## src/rtl/i2c_txn_arbiter.sv

```systemverilog
// Round-robin arbiter that shares one i2c_controller among NREQ single-byte requesters.
// Optional watchdog enabled by defining I2C_ARB_TIMEOUT_EN.
`timescale 1ns/1ps
module i2c_txn_arbiter #(
  parameter int NREQ    = 4,
  parameter int TIMEOUT = 4096
) (
  input  logic                      clk,
  input  logic                      rst,
  input  logic [NREQ-1:0]           req_valid,
  output logic [NREQ-1:0]           req_ready,
  input  logic [7*NREQ-1:0]         req_addr,
  input  logic [8*NREQ-1:0]         req_data,
  input  logic [NREQ-1:0]           req_rw,
  output logic [NREQ-1:0]           rsp_valid,
  output logic [7:0]                rsp_data,
  output logic                      rsp_err,
  output logic                      busy,
  output logic [$clog2(NREQ)-1:0]   grant_id,
  output logic [6:0]                m_addr,
  output logic [7:0]                m_data_in,
  output logic                      m_rw,
  output logic                      m_enable,
  input  logic [7:0]                m_data_out,
  input  logic                      m_ready
);
  localparam int IW = $clog2(NREQ);

  typedef enum logic [1:0] {S_IDLE, S_ISSUE, S_WAIT, S_RESPOND} state_t;

  state_t          r_state;
  logic            r_rdy_s1, r_rdy_s2;
  logic [NREQ-1:0] r_req_ready, r_rsp_valid;
  logic [7:0]      r_rsp_data;
  logic [IW-1:0]   r_grant, r_last;
  logic [6:0]      r_m_addr;
  logic [7:0]      r_m_data_in;
  logic            r_m_rw, r_m_enable;

  logic            w_ready_s, w_found;
  logic [IW-1:0]   w_start, w_win;
  logic [6:0]      w_sel_addr;
  logic [7:0]      w_sel_data;
  logic            w_sel_rw;

  // Synchronizer resets to 1 so an idle controller is assumed out of reset.
  always_ff @(posedge clk or negedge rst) begin
    if (!rst) begin
      r_rdy_s1 <= 1'b1;
      r_rdy_s2 <= 1'b1;
    end else begin
      r_rdy_s1 <= m_ready;
      r_rdy_s2 <= r_rdy_s1;
    end
  end
  assign w_ready_s = r_rdy_s2;

  // r_last resets to NREQ-1 so the first search starts at requester 0.
  assign w_start = (r_last == IW'(NREQ-1)) ? '0 : r_last + 1'b1;

  always_comb begin
    logic [IW-1:0] idx;
    idx     = '0;
    w_found = 1'b0;
    w_win   = '0;
    for (int k = 0; k < NREQ; k++) begin
      idx = IW'((int'(w_start) + k) % NREQ);
      if (!w_found && req_valid[idx]) begin
        w_found = 1'b1;
        w_win   = idx;
      end
    end
  end

  always_comb begin
    w_sel_addr = '0;
    w_sel_data = '0;
    w_sel_rw   = 1'b0;
    for (int i = 0; i < NREQ; i++) begin
      if (w_win == IW'(i)) begin
        w_sel_addr = req_addr[i*7 +: 7];
        w_sel_data = req_data[i*8 +: 8];
        w_sel_rw   = req_rw[i];
      end
    end
  end

`ifdef I2C_ARB_TIMEOUT_EN
  localparam int CW = 13;
  logic [CW-1:0] r_cnt;
  logic          r_rsp_err;
  logic          w_tmo;

  // Held at zero in IDLE, so it is zero on ISSUE entry.
  always_ff @(posedge clk or negedge rst) begin
    if (!rst)                                      r_cnt <= '0;
    else if (r_state == S_IDLE)                    r_cnt <= '0;
    else if (r_state == S_ISSUE || r_state == S_WAIT) r_cnt <= r_cnt + 1'b1;
  end
  assign w_tmo   = (r_cnt == CW'(TIMEOUT-1));
  assign rsp_err = r_rsp_err;
`else
  assign rsp_err = 1'b0;
`endif

  always_ff @(posedge clk or negedge rst) begin
    if (!rst) begin
      r_state     <= S_IDLE;
      r_req_ready <= '0;
      r_rsp_valid <= '0;
      r_rsp_data  <= '0;
      r_grant     <= '0;
      r_last      <= IW'(NREQ-1);
      r_m_addr    <= '0;
      r_m_data_in <= '0;
      r_m_rw      <= 1'b0;
      r_m_enable  <= 1'b0;
`ifdef I2C_ARB_TIMEOUT_EN
      r_rsp_err   <= 1'b0;
`endif
    end else begin
      r_req_ready <= '0;
      r_rsp_valid <= '0;
      case (r_state)
        S_IDLE: begin
          if (w_found && w_ready_s) begin
            r_m_addr             <= w_sel_addr;
            r_m_data_in          <= w_sel_data;
            r_m_rw               <= w_sel_rw;
            r_grant              <= w_win;
            r_req_ready[w_win]   <= 1'b1;
            r_m_enable           <= 1'b1;
            r_state              <= S_ISSUE;
          end
        end
        S_ISSUE: begin
`ifdef I2C_ARB_TIMEOUT_EN
          if (w_tmo) begin
            r_m_enable           <= 1'b0;
            r_rsp_err            <= 1'b1;
            r_rsp_valid[r_grant] <= 1'b1;
            r_state              <= S_RESPOND;
          end else
`endif
          if (!w_ready_s) begin
            r_m_enable <= 1'b0;
            r_state    <= S_WAIT;
          end
        end
        S_WAIT: begin
`ifdef I2C_ARB_TIMEOUT_EN
          if (w_tmo) begin
            r_rsp_err            <= 1'b1;
            r_rsp_valid[r_grant] <= 1'b1;
            r_state              <= S_RESPOND;
          end else
`endif
          if (w_ready_s) begin
            r_rsp_data           <= m_data_out;
            r_rsp_valid[r_grant] <= 1'b1;
`ifdef I2C_ARB_TIMEOUT_EN
            r_rsp_err            <= 1'b0;
`endif
            r_state              <= S_RESPOND;
          end
        end
        S_RESPOND: begin
          r_last  <= r_grant;
          r_state <= S_IDLE;
        end
        default: r_state <= S_IDLE;
      endcase
    end
  end

  assign req_ready = r_req_ready;
  assign rsp_valid = r_rsp_valid;
  assign rsp_data  = r_rsp_data;
  assign busy      = (r_state != S_IDLE);
  assign grant_id  = r_grant;
  assign m_addr    = r_m_addr;
  assign m_data_in = r_m_data_in;
  assign m_rw      = r_m_rw;
  assign m_enable  = r_m_enable;
endmodule

```

## config.mk

```make
export PLATFORM = sky130hd
export DESIGN_NAME = i2c_txn_arbiter
export DESIGN_NICKNAME = d
export VERILOG_FILES = /design/src/rtl/i2c_txn_arbiter.sv
export SDC_FILE = /design/constraint.sdc
export NUM_CORES = 1
export LEC_CHECK = 0
export BUFFER_PORTS_ARGS = -buffer_cell sky130_fd_sc_hd__clkbuf_2
export CORE_ASPECT_RATIO = 1.75
export CORE_UTILIZATION = 30
export CTS_CLUSTER_SIZE = 24
export DETAILED_ROUTE_END_ITERATION = 8
export GPL_ROUTABILITY_DRIVEN = 0
export PLACE_DENSITY = 0.63
export SETUP_SLACK_MARGIN = 0.1
export SLEW_MARGIN = 25
export SYNTH_ARGS = -nofsm -noshare
export SYNTH_HDL_FRONTEND = slang
export SYNTH_SLANG_ARGS = --single-unit
export TNS_END_PERCENT = 100
```

## constraint.sdc

```tcl
create_clock -name clk -period 3.3 [get_ports clk]
set_input_delay 0.495 -clock clk [delete_from_list [all_inputs] [get_ports clk]]
set_output_delay 0.495 -clock clk [all_outputs]
set_load 0.02 [all_outputs]
```

==> flow_summary.ini <==
[sta]
setup_viol = 0
grt_setup_unrepaired = no
fmax_ghz = 0.337
slew_violations = 0
finalSetupTns_ps = 0
worst_pin_slew_ps = 551
slew_headroom = 0.633
final_hold_viol_count = 0
clock_skew_ps = 4.59
timing.final.crit_share = 0.898
setup_ws_ps = 336
period_needed_ps = 2960

[outcome]
status = finished clean

[floorplanning]
rows = 42
start_util = 0.311
dieHeight_um = 119
die_w_um = 69.1
ios = 116
die-area_um2 = 8260
core_um2 = 7620

[routing]
wirelength_um = 5840
drc = 0
via_per_inst = 4.93
ant_nets = 0
firstDrtPassIters = 4
drtIter0Drc = 49
vias = 2017
wl_per_cell_um = 14.3

[setup_path]
start_kind = flip-flop
critPathKind = reg -> reg
cp_top_family = flip-flops
worstReg2RegEnd = r_state[1]
crit_chain = inv_1, ha_1, o21a_1, or4b_4, a31oi_4, nand2_1, a31oi_1, mux2_2
timing.rr.start = r_last[0]
critPathMaxFanout = 18
cp_slowest_cell = dfstp_2
r2r_setup_slack_ps = 340
worst-path-buf-inv = 1
critPathRequiredTime_ps = 3470
slowest_delay_ps = 740
worst-r2r-cell-count = 8
crit_arrival_ps = 3130
end_kind = flip-flop

[global_routing]
grt_antenna_before_repair = 0
use_met3 = 0.0305
overflow = 0
grt_use_met1 = 0.156
grt_use_met2 = 0.248
grt_max_degree = 42
grt_pass1_vias = 2023
grt_pass1_wl_um = 9360
busiest_layer = met2
grtUsageTotal = 0.145

[job]
maxCapViolations = 0

[yosys]
synth-edff-count = 0
synth_area_leaders = dfrtp_1 39%, mux2i_1 16%, mux2_2 5.2%
ys_warn_count = 0
yosysTopAreaCell = dfrtp_1
synth-seq-cells = 41
synth.avg_cell_area_um2 = 11.2
synth_cell_types = 40
async_flop_share = 1.00
netlist.area_leader.share = 0.391
syn_inst = 212
netlist_area_um2 = 2370
syn_nets = 298
synthTopCellsByCount = 37 x dfrtp_1, 37 x mux2i_1, 22 x nand2_1, 17 x nor2_1, 11 x mux2_2
ys_seq_area_frac = 0.436
synth_top_flop_cell = dfrtp_1

[clock_network]
h-tree-depth = 2
cts_tree = done
clk_pin_slew_ps = 60
cts.sinks = 41
numCtsBuffers = 5
cts_setup_buffers = 0
root_buffer = clkbuf_16
clock_path_buffers = 2
clkLatencyLatePin_ps = 280

[power_and_ir_drop]
p_int_w = 0.00171
p_comb_frac = 0.554
p_per_area_nw_per_um2 = 982
pwr-share-clk = 0.154
power_leakage_nw = 1.57
switching_share = 0.439
p_seq_frac = 0.292
netSwitchingPower_w = 0.00134
vdd_drop_max_mv = 0.449

[min_path]
worst_hold_path_type = in -> async

[placement]
dp_hpwl_um = 4450
portBuffers = 114
dp_slack_ps = 236

[final_layout]
drive_above_1_share = 0.474
fin_nets = 406
syn2layout_area_growth_pct = 31.2
n_antenna_cell = 0
-- through the flow --
step / area (um^2) / hold slack [ps] / instances / util / power (W)
after global placement: 2960 / 346 / 401 / 0.388 / 0.00256
after CTS: 3090 / 284 / 409 / 0.406 / 0.00308
after floorplan: 2370 / 199 / 212 / - / 0.00219
after detailed placement: 2960 / 347 / 401 / 0.388 / 0.00260
final: 3100 / 178 / 409 / 0.407 / 0.00305
after global routing: 3100 / 229 / 409 / 0.407 / 0.00326
-- how the worst max path moves through the flow --
stage               startpoint  cells after the start  slack, ps         end
finish               r_last[0]                      8        340  r_state[1]
global route         r_last[0]                      8        190   m_addr[6]
CTS                  r_last[0]                      8        220   m_addr[2]
detailed placement   r_last[0]                      8        240   m_addr[2]
global placement     r_last[0]                      8        300   m_addr[1]
floorplan            r_last[0]                     11        520  r_state[1]
-- cell families (layout without fill, tap and decap cells) --
logic type                 count (synthesis)  after routing  share of synthesized area
and+or+nand+nor                           58             58                      0.121
muxes                                     48             48                      0.209
DFF                                       41             41                      0.436
AOI/OAI and AO/OA                         37             37                      0.137
buffers and inverters                     20            129                     0.0587
adders and majority gates                  7              7                     0.0370
other                                      1              1                    0.00158
-- power groups by stage --
stage               combinational (W)  sequential (W)  clock, W
global placement              0.00166        0.000895         0
CTS                           0.00170        0.000893  0.000484
floorplan                     0.00113         0.00106         0
detailed placement            0.00170        0.000898         0
finish                        0.00169        0.000890  0.000470
global route                  0.00184        0.000922  0.000504
-- state kept, by name (all words and copies together), names as in the netlist --
register	count
m_enable	1
r_last	2
req_ready	4
rsp_valid	4
r_rdy_s1	1
rsp_data	8
grant_id	2
r_state	2
m_addr	7
m_data_in	8
m_rw	1
r_rdy_s2	1
-- cells in the final DEF, fill, tap and decap left out, drive strengths merged, types with 6 or more instances in the layout --
cell and count:
clkbuf 120, mux2i 37, dfrtp 37, nand2 22, nor2 19, mux2 11, o221ai 10, o21ai 7
ha 7, a221oi 7, inv 6
-- area by class of cell --
class | count | area [um^2]
inverters | 6 | 22.5
well taps | 88 | 110
clock inverters | 1 | 5.00
clock buffers | 7 | 133
flip-flops and latches | 41 | 1030
fillers | 742 | 4520
repair buffers | 115 | 581
multi-input cells | 151 | 1220
-- metal layers --
layer  vias to the layer above  routed length (um)
met2                        84                3070
met1                       933                2200
met3                        19                 298
met5                         -                   0
li1                        981                   -
met4                         0                 275
-- timing repair --
action / in CTS / in global routing
hold buffers: 0 / 0
endpoints found under the setup margin: 0 / 10
resized for setup: 0 / 2
Power figures use the tool's default switching activity.
